## config.mk

```make
export PLATFORM = sky130hd
export DESIGN_NAME = uart_rx_frame
export DESIGN_NICKNAME = d
export VERILOG_FILES = /design/src/rtl/uart_pkg.sv /design/src/rtl/rx_sync_2ff.sv /design/src/rtl/uart_rx_frame.sv
export SDC_FILE = /design/constraint.sdc
export NUM_CORES = 1
export LEC_CHECK = 0
export ABC_AREA = 1
export ABC_CLOCK_PERIOD_IN_PS = 2430
export CAP_MARGIN = 30
export CORE_ASPECT_RATIO = 1.4
export CORE_MARGIN = 3
export CORE_UTILIZATION = 56
export DETAILED_ROUTE_END_ITERATION = 8
export PLACE_DENSITY = 0.81
export SYNTH_ARGS = -nofsm -noshare
export SYNTH_HDL_FRONTEND = slang
export SYNTH_HIERARCHICAL = 1
export SYNTH_SLANG_ARGS = --single-unit
export TNS_END_PERCENT = 50
```

## constraint.sdc

```tcl
create_clock -name i_clk -period 2.43 [get_ports i_clk]
set_input_delay 0.486 -clock i_clk [delete_from_list [all_inputs] [get_ports i_clk]]
set_output_delay 0.486 -clock i_clk [all_outputs]
set_load 0.01 [all_outputs]
```

## src/rtl/uart_pkg.sv

```systemverilog
// Shared definitions for the UART frame receiver: default frame geometry, receiver
// states and the parity-check helper.
package uart_pkg;

  localparam int unsigned CLKS_PER_BIT_DEF = 32;
  localparam int unsigned DATA_BITS_DEF    = 8;
  localparam int unsigned FRAME_W          = DATA_BITS_DEF + 1;

  typedef enum logic [2:0] {
    IDLE   = 3'd0,
    START  = 3'd1,
    DATA   = 3'd2,
    PARITY = 3'd3,
    STOP   = 3'd4,
    BREAK  = 3'd5
  } rx_state_e;

  // Pass the XOR-reduction of the data bits; true when data plus parity bit
  // does not give the expected sense.
  function automatic logic parity_mismatch(input logic data_xor, input logic par_bit,
                                           input logic odd);
    return (data_xor ^ par_bit) != odd;
  endfunction

endpackage

```

## src/rtl/rx_sync_2ff.sv

```systemverilog
// Two-flop synchronizer for the asynchronous Rx line; resets to the idle (high) level
// so a reset never manufactures a start edge.
module rx_sync_2ff (
  input  logic i_clk,
  input  logic i_rst,
  input  logic i_d,
  output logic o_q
);

  logic r_meta;
  logic r_sync;

  always_ff @(posedge i_clk) begin
    if (i_rst) begin
      r_meta <= 1'b1;
      r_sync <= 1'b1;
    end else begin
      r_meta <= i_d;
      r_sync <= r_meta;
    end
  end

  assign o_q = r_sync;

endmodule

```

## src/rtl/uart_rx_frame.sv

```systemverilog
// UART receiver: start bit, DATA_BITS data bits LSB first, parity bit, stop bit.
// Emits {parity_bit, data} with a one-cycle strobe and held error flags.
module uart_rx_frame
  import uart_pkg::*;
#(
  parameter int unsigned CLKS_PER_BIT = CLKS_PER_BIT_DEF,
  parameter int unsigned DATA_BITS    = DATA_BITS_DEF,
  parameter bit          PARITY_ODD   = 1'b0
) (
  input  logic               i_clk,
  input  logic               i_rst,
  input  logic               i_rx,
  output logic [DATA_BITS:0] o_frame,
  output logic               o_frame_valid,
  output logic               o_parity_err,
  output logic               o_stop_err,
  output logic               o_busy
);

  localparam int unsigned CNT_W = $clog2(CLKS_PER_BIT);
  localparam int unsigned BIT_W = $clog2(DATA_BITS + 1);
  localparam logic [CNT_W-1:0] CNT_LAST = CNT_W'(CLKS_PER_BIT - 1);
  localparam logic [CNT_W-1:0] CNT_HALF = CNT_W'(CLKS_PER_BIT / 2 - 1);
  localparam logic [BIT_W-1:0] BIT_LAST = BIT_W'(DATA_BITS - 1);

  if (CLKS_PER_BIT < 4 || (CLKS_PER_BIT % 2) != 0) begin : g_bad_clks_per_bit
    $error("CLKS_PER_BIT must be even and at least 4");
  end

  rx_state_e              r_state;
  rx_state_e              w_state_d;
  logic [CNT_W-1:0]       r_cnt;
  logic [BIT_W-1:0]       r_bit_idx;
  logic [DATA_BITS-1:0]   r_data;
  logic                   r_par;
  logic                   r_rx_prev;
  logic [DATA_BITS:0]     r_frame;
  logic                   r_frame_valid;
  logic                   r_parity_err;
  logic                   r_stop_err;
  logic                   w_rx_s;
  logic                   w_mid;
  logic                   w_data_smp;
  logic                   w_par_smp;
  logic                   w_stop_smp;

  rx_sync_2ff u_rx_sync (
    .i_clk (i_clk),
    .i_rst (i_rst),
    .i_d   (i_rx),
    .o_q   (w_rx_s)
  );

  // The START half-bit offset puts every later CNT_LAST compare at mid-bit.
  assign w_mid = (r_cnt == CNT_LAST);

  always_ff @(posedge i_clk) begin
    if (i_rst) begin
      r_state <= IDLE;
    end else begin
      r_state <= w_state_d;
    end
  end

  always_comb begin
    w_state_d  = r_state;
    w_data_smp = 1'b0;
    w_par_smp  = 1'b0;
    w_stop_smp = 1'b0;
    unique case (r_state)
      IDLE: begin
        if (r_rx_prev && !w_rx_s) w_state_d = START;
      end
      START: begin
        if (r_cnt == CNT_HALF) w_state_d = w_rx_s ? IDLE : DATA;
      end
      DATA: begin
        w_data_smp = w_mid;
        if (w_mid && r_bit_idx == BIT_LAST) w_state_d = PARITY;
      end
      PARITY: begin
        w_par_smp = w_mid;
        if (w_mid) w_state_d = STOP;
      end
      STOP: begin
        w_stop_smp = w_mid;
        if (w_mid) w_state_d = w_rx_s ? IDLE : BREAK;
      end
      BREAK: begin
        if (w_rx_s) w_state_d = IDLE;
      end
      default: w_state_d = IDLE;
    endcase
  end

  always_ff @(posedge i_clk) begin
    if (i_rst) begin
      r_cnt         <= '0;
      r_bit_idx     <= '0;
      r_data        <= '0;
      r_par         <= 1'b0;
      r_rx_prev     <= 1'b1;
      r_frame       <= '0;
      r_frame_valid <= 1'b0;
      r_parity_err  <= 1'b0;
      r_stop_err    <= 1'b0;
    end else begin
      r_rx_prev     <= w_rx_s;
      r_frame_valid <= w_stop_smp;
      if (w_state_d != r_state || r_state == IDLE || r_state == BREAK || w_mid) begin
        r_cnt <= '0;
      end else begin
        r_cnt <= r_cnt + CNT_W'(1);
      end
      if (r_state != DATA) begin
        r_bit_idx <= '0;
      end else if (w_data_smp) begin
        r_bit_idx <= r_bit_idx + BIT_W'(1);
        r_data    <= {w_rx_s, r_data[DATA_BITS-1:1]};
      end
      if (w_par_smp) r_par <= w_rx_s;
      if (w_stop_smp) begin
        r_frame      <= {r_par, r_data};
        r_parity_err <= parity_mismatch(^r_data, r_par, PARITY_ODD);
        r_stop_err   <= ~w_rx_s;
      end
    end
  end

  assign o_frame       = r_frame;
  assign o_frame_valid = r_frame_valid;
  assign o_parity_err  = r_parity_err;
  assign o_stop_err    = r_stop_err;
  assign o_busy        = (r_state != IDLE);

endmodule

```

; ---- Word-level counts from Yosys, hierarchy flattened
; Cells that the tools add are included.
[classes]
bitwise = 3
n_reduce_logical = 12
mux = 12
eq_ne = 10
addsub = 2
[op_table]
columns = op, n
row1 = $mux W3, 7
row2 = $pmux W3 S6, 1
row3 = $reduce_xor A8 Y1, 1
row4 = $eq A3 B2 Y1 const B, 2
row5 = $eq A3 B3 Y1 const B, 2
row6 = $add A5 B1 Y5 const B, 1
row7 = $eq A5 B4 Y1 const B, 1
row8 = $eq A5 B5 Y1 const B, 1
row9 = $add A4 B1 Y4 const B, 1
row10 = $eq A4 B3 Y1 const B, 1
row11 = $reduce_or A2 Y1, 2
row12 = $eq A3 B1 Y1 const B, 1
row13 = $logic_not A3 Y1, 1
row14 = $logic_or A1 B1 Y1, 3
row15 = $mux W1, 3
row16 = $ne A3 B2 Y1 const B, 1
row17 = $ne A3 B3 Y1, 1
row18 = $reduce_bool A3 Y1, 1
row19 = $logic_and A1 B1 Y1, 2
row20 = $mux W2, 1
row21 = $not A1 Y1, 2
row22 = $reduce_and A2 Y1, 1
row23 = $logic_not A1 Y1, 1
row24 = $xor A1 B1 Y1, 1
[totals]
output_inout_bits = 13
ff_bits = 36
input_bits = 3

; ---- Logic depth before layout (Yosys ltp)
; Gate-level depths: netlist (run 1).
[logic_depth]
ltp_word = 9
mapped_depth = 11

; ---- Cells and area by module
; Netlist (run 1), hierarchy kept.
[by_module_without_submodules]
columns = module, instances, cells_each, area_each_um2
row1 = uart_rx_frame, 1, 220, 1634.1
row2 = rx_sync_2ff, 1, 7, 58.8

; ---- Least setup slack after synthesis (run 1)
; OpenSTA, ideal clock, no wires.
[synth_path]
path_kind = register to register
start = reg r_cnt[0]
end = reg r_cnt[0]
stages_incl_launch_ff = 12
path_buffers = 1
synth_period_minus_slack_ns = 1.741
arrival_ns = 1.678
slack_ns = 0.689
setup_time_ns = 0.063
cell_sequence = dfxtp_1 ha_1 and3_1 ha_1 clkbuf_2 nand4_1 nand2_2 nor2_2 nand2_2 nand2_2 nand3b_4 nor2_2
[synth_between]
elab_chain_cells = 9
word_cells_on_any_way = 14
classes_between = 1 x add/sub / 3 x eq/ne / 5 x mux / 5 x reduce/logical
[synth_rtl]
columns = item, line_no
row1 = from (decl), uart_rx_frame.sv:32  ; logic [CNT_W-1:0] r_cnt;
row2 = from (signal assigned), uart_rx_frame.sv:113  ; r_cnt <= r_cnt + CNT_W'(1);
row3 = $eq A5 B5 Y1, uart_rx_frame.sv:55  ; assign w_mid = (r_cnt == CNT_LAST);
row4 = $logic_and A1 B1 Y1, uart_rx_frame.sv:79  ; if (w_mid && r_bit_idx == BIT_LAST) w_state_d = PARITY;
row5 = $mux W3, uart_rx_frame.sv:79
row6 = $pmux W3 S6, uart_rx_frame.sv:70  ; unique case (r_state)
row7 = $ne A3 B3 Y1, uart_rx_frame.sv:110  ; if (w_state_d != r_state || r_state == IDLE || r_state == BREAK || w_mid) begin
row8 = $logic_or A1 B1 Y1 (3 in series), uart_rx_frame.sv:110
row9 = $reduce_or A2 Y1 (no line), n/a
; Several ways; a longest one is shown, not always the timed one.
; A chain may end at the register's enable or synchronous reset.

; ---- Worst setup path in the final report (run 1)
[layout_path]
start = reg r_state[0]
end = out o_busy
[layout_between]
elab_chain_cells = 1
[layout_rtl]
columns = item, line_no
row1 = from (decl), uart_rx_frame.sv:30  ; rx_state_e r_state;
row2 = from (signal assigned), uart_rx_frame.sv:61  ; r_state <= w_state_d;
row3 = $reduce_bool A3 Y1, uart_rx_frame.sv:134  ; assign o_busy = (r_state != IDLE);
row4 = to (decl), uart_rx_frame.sv:17  ; output logic o_busy
; Every way passes these cells.

==> results of run 1 <==
[cell families after synthesis]
family	share of synthesized area (%)
adder cells (fa/ha/maj)	2.96
flip-flops	42.6
XOR/XNOR	2.07
AO/OA/AOI/OAI	10.9
AND/OR/NAND/NOR	32.6
buffers and inverters	8.87
[routing by layer]
layer,global-route usage [%],vias to the layer above,routed length [um]
met5,0,-,0
met1,21.1,612,1370
li1,-,756,-
met2,34.7,25,1670
met3,5.05,12,100
met4,11.4,0,110
[path summary, 6_finish.rpt]
path	startpoint	end	slack, ns	cells after the start
min	u_rx_sync/r_meta$_SDFF_PP1_	u_rx_sync/o_q$_SDFF_PP1_	0.41	2
max reg2reg	r_cnt[0]$_SDFF_PP0_	r_cnt[3]$_SDFF_PP0_	0.50	10
max	r_state[0]$_SDFF_PP0_	o_busy	0.31	3
min reg2reg	u_rx_sync/r_meta$_SDFF_PP1_	u_rx_sync/o_q$_SDFF_PP1_	0.41	2
[Yosys cell counts, drive strengths merged, types with 3 or more instances]
library cell	number	area, um2
nand3	18	95.1
a21oi	22	110
clkbuf	4	26.3
nand2	64	268
nor2	23	124
ha	4	50.1
inv	29	109
o21ai	11	55.1
nor3	3	26.3
buf	3	15.0
dfxtp	36	721
[power groups by stage]
stage | clock network [W] | logic (W) | registers, W
after floorplan | 0 | 0.0000277 | 0.000608
after global routing | 0.000552 | 0.0000396 | 0.000598
after global placement | 0 | 0.0000358 | 0.000611
final | 0.000518 | 0.0000367 | 0.000597
after detailed placement | 0 | 0.0000363 | 0.000611
after CTS | 0.000529 | 0.0000364 | 0.000597
[final cells by class]
| class | count | area [um2] |
|---|---|---|
| Inverter | 29 | 109 |
| Clock buffer | 5 | 68.8 |
| Tap cell | 37 | 46.3 |
| Fill cell | 253 | 896 |
| Multi-Input combinational cell | 155 | 822 |
| Clock inverter | 3 | 42.5 |
| Sequential cell | 36 | 721 |
| Timing Repair Buffer | 18 | 173 |
[per-stage QoR]
stage	instances	setup WS, ns	utilization [%]	hold WS [ns]
2_1_floorplan	227	0.689	-	0.387
3_3_place_gp	275	0.581	65.0	0.392
3_5_place_dp	275	0.512	65.0	0.397
4_1_cts	283	0.319	68.9	0.416
5_1_grt	283	0.222	68.9	0.439
6_report	283	0.309	68.9	0.414
[sequential cells by signal, indices dropped and copies added, names as in the netlist]
signal	cells
o_parity_err	1
u_rx_sync/o_q	1
r_par	1
u_rx_sync/r_meta	1
r_state	3
o_stop_err	1
r_data	8
r_rx_prev	1
o_frame_valid	1
o_frame	9
r_cnt	5
r_bit_idx	4
[worst max-delay path, stage by stage, from the launching register on]
cell and delay, ns:
dfxtp_1 0.59, nor2_2 0.08, nand2_1 0.12, clkdlybuf4s50_1 0.55
==> impl_summary.txt, run 1 <==
----------------------------------------------------
[Die]
  Die width ... ~52 um
  Starting density of the core ... 58.8%
  Number of placed I/O pins ... 16
  Core area ... roughly 2900 um2
  Vertical die dimension ... between 70 and 80 um
  # rows ... 23
  Overall die area ... between 3000 and 4000 um2

[Timing]
  RSZ-0062 raised after global routing ... false
  F_max ... between 0.4 and 0.5 GHz
  Count of pins over their slew limit ... 0
  Setup TNS after final layout ... 0 ns
  Final setup violation count ... 0
  Part of the cycle the worst path needs ... between 80 and 90%
  Pin slew with the least headroom to its limit ... ~0.44 ns
  Post-route clock skew ... between 0.009 and 0.01 ns
  Rel. slew slack ... roughly 70%
  Final Hold Vio Count ... 0
  Time the final worst path needs with I/O delays and setup ... approximately 2.1 ns

[Route]
  Post-detailed-routing wire length ... between 3 and 4 mm
  Per-cell routed wire length ... ~11 um
  Remaining number of nets flagged by the antenna check after routing ... 0
  Vias ... ~1400
  Detailed-route DRC error count ... 0
  Detailed Route Iter0 Violations ... 38
  Via-per-instance ratio ... 4.96
  Number of detailed-routing iterations run before antenna repair ... 4

[Worst setup path]
  CP Class ... register to output pin
  Data required time of the critical path ... between 1.5 and 2 ns
  Maximum fanout along the worst path ... 8
  Data arrival time of the critical path ... approximately 1.6 ns
  CP Launch Type ... register
  Kind of end point of the critical path ... output pin

[GRT]
  First-pass GRT wire length ... ~5.5 mm
  Via count of the first global-routing pass ... approximately 1300
  Overall Global Routing Usage ... between 20% and 30%
  Antenna violations before repair ... 0
  Largest net degree at the start of global routing ... 18
  GRT Residual Overflow ... 0

[Pwr]
  Flop pwr share ... just over 50%
  Net switching share of the total power ... between 20% and 30%
  Logic pwr share ... 3.2%
  Power after layout ... 0.00115 W
  Power dissipated by switching net loads ... 0.000241 W
  Internal power contribution ... ~0.0009 W
  Maximum vdd drop ... between 400 and 500 uV
  Leakage power of the design ... between 0.8 and 0.9 nW
  Clock share of power ... 44.9%
  Power per cell area ... around 580 nW/um2

[Yosys]
  Sequential fraction of the synthesis area ... between 40% and 50%
  Synth warn ... 6
  Per-instance average area after synthesis ... 7.46 um2
  Ys async rst share ... 0%
  Number of flops mapped to enable cells by yosys ... 0
  Post-synth net total ... about 230
  Synth Flop Type ... dfxtp_1
  Synth cell types ... 27
  Number of standard cells after synthesis ... 227
  Mapped cell area ... 1690 um2
  Number of register bits inferred by synthesis ... 36

[Clock tree]
  Number of hold buffers added after CTS ... 0
  CTS Sinks ... 36
  Number of setup buffers added after CTS ... 0
  Clock Pin Slew Worst Setup and Hold Paths ... approximately 0.070 ns
  Num CTS Buffers ... 5
  Clk_lat worst skew ... about 0.29 ns
  Gates resized, CTS repair ... 0
  Root buffer selected by CTS ... clkbuf_8
  TritonCTS clock tree ... yes
  H-tree level count ... 2
  Number of buffers between clock root and the deepest sink ... 2

[Finish]
  Post-route cell area ... about 2000 um2
  Share of cells above drive strength 1 ... between 10% and 20%
  Post-layout nets ... 252
  Most used cells in the layout excluding fill and tap cells ... nand2_1, dfxtp_1, inv_1
  Most common library cell in the layout ignoring fill and taps ... nand2_1
  Area added between synthesis and finish ... 17.1%
  # diodes ... 0

[Min path]
  Class of the worst hold path ... register to register

[Place]
  Global placement routability congestion ... about 0.8
  Number of port buffers ... 15
  Cell area after placement ... between 1500 and 2000 um2
  Detailed-placement wirelength estimate ... about 2.4 mm

[Run status]
  Outcome ... finished, final reports clean

[Flow run]
  Maxcap violations ... 0

----------------------------------------------------
(Power assumes the default switching activity.)
==> inputs of run 2 (changes only) <==
--- a/config.mk
+++ b/config.mk
@@ -11,6 +11,7 @@
 export CORE_ASPECT_RATIO = 1.4
 export CORE_MARGIN = 3
 export CORE_UTILIZATION = 56
+export CTS_CLUSTER_SIZE = 25
 export DETAILED_ROUTE_END_ITERATION = 8
 export PLACE_DENSITY = 0.81
 export SYNTH_ARGS = -nofsm -noshare
==> results of run 2 <==
Final layout, timing and power as in run 1 (identical DEF).
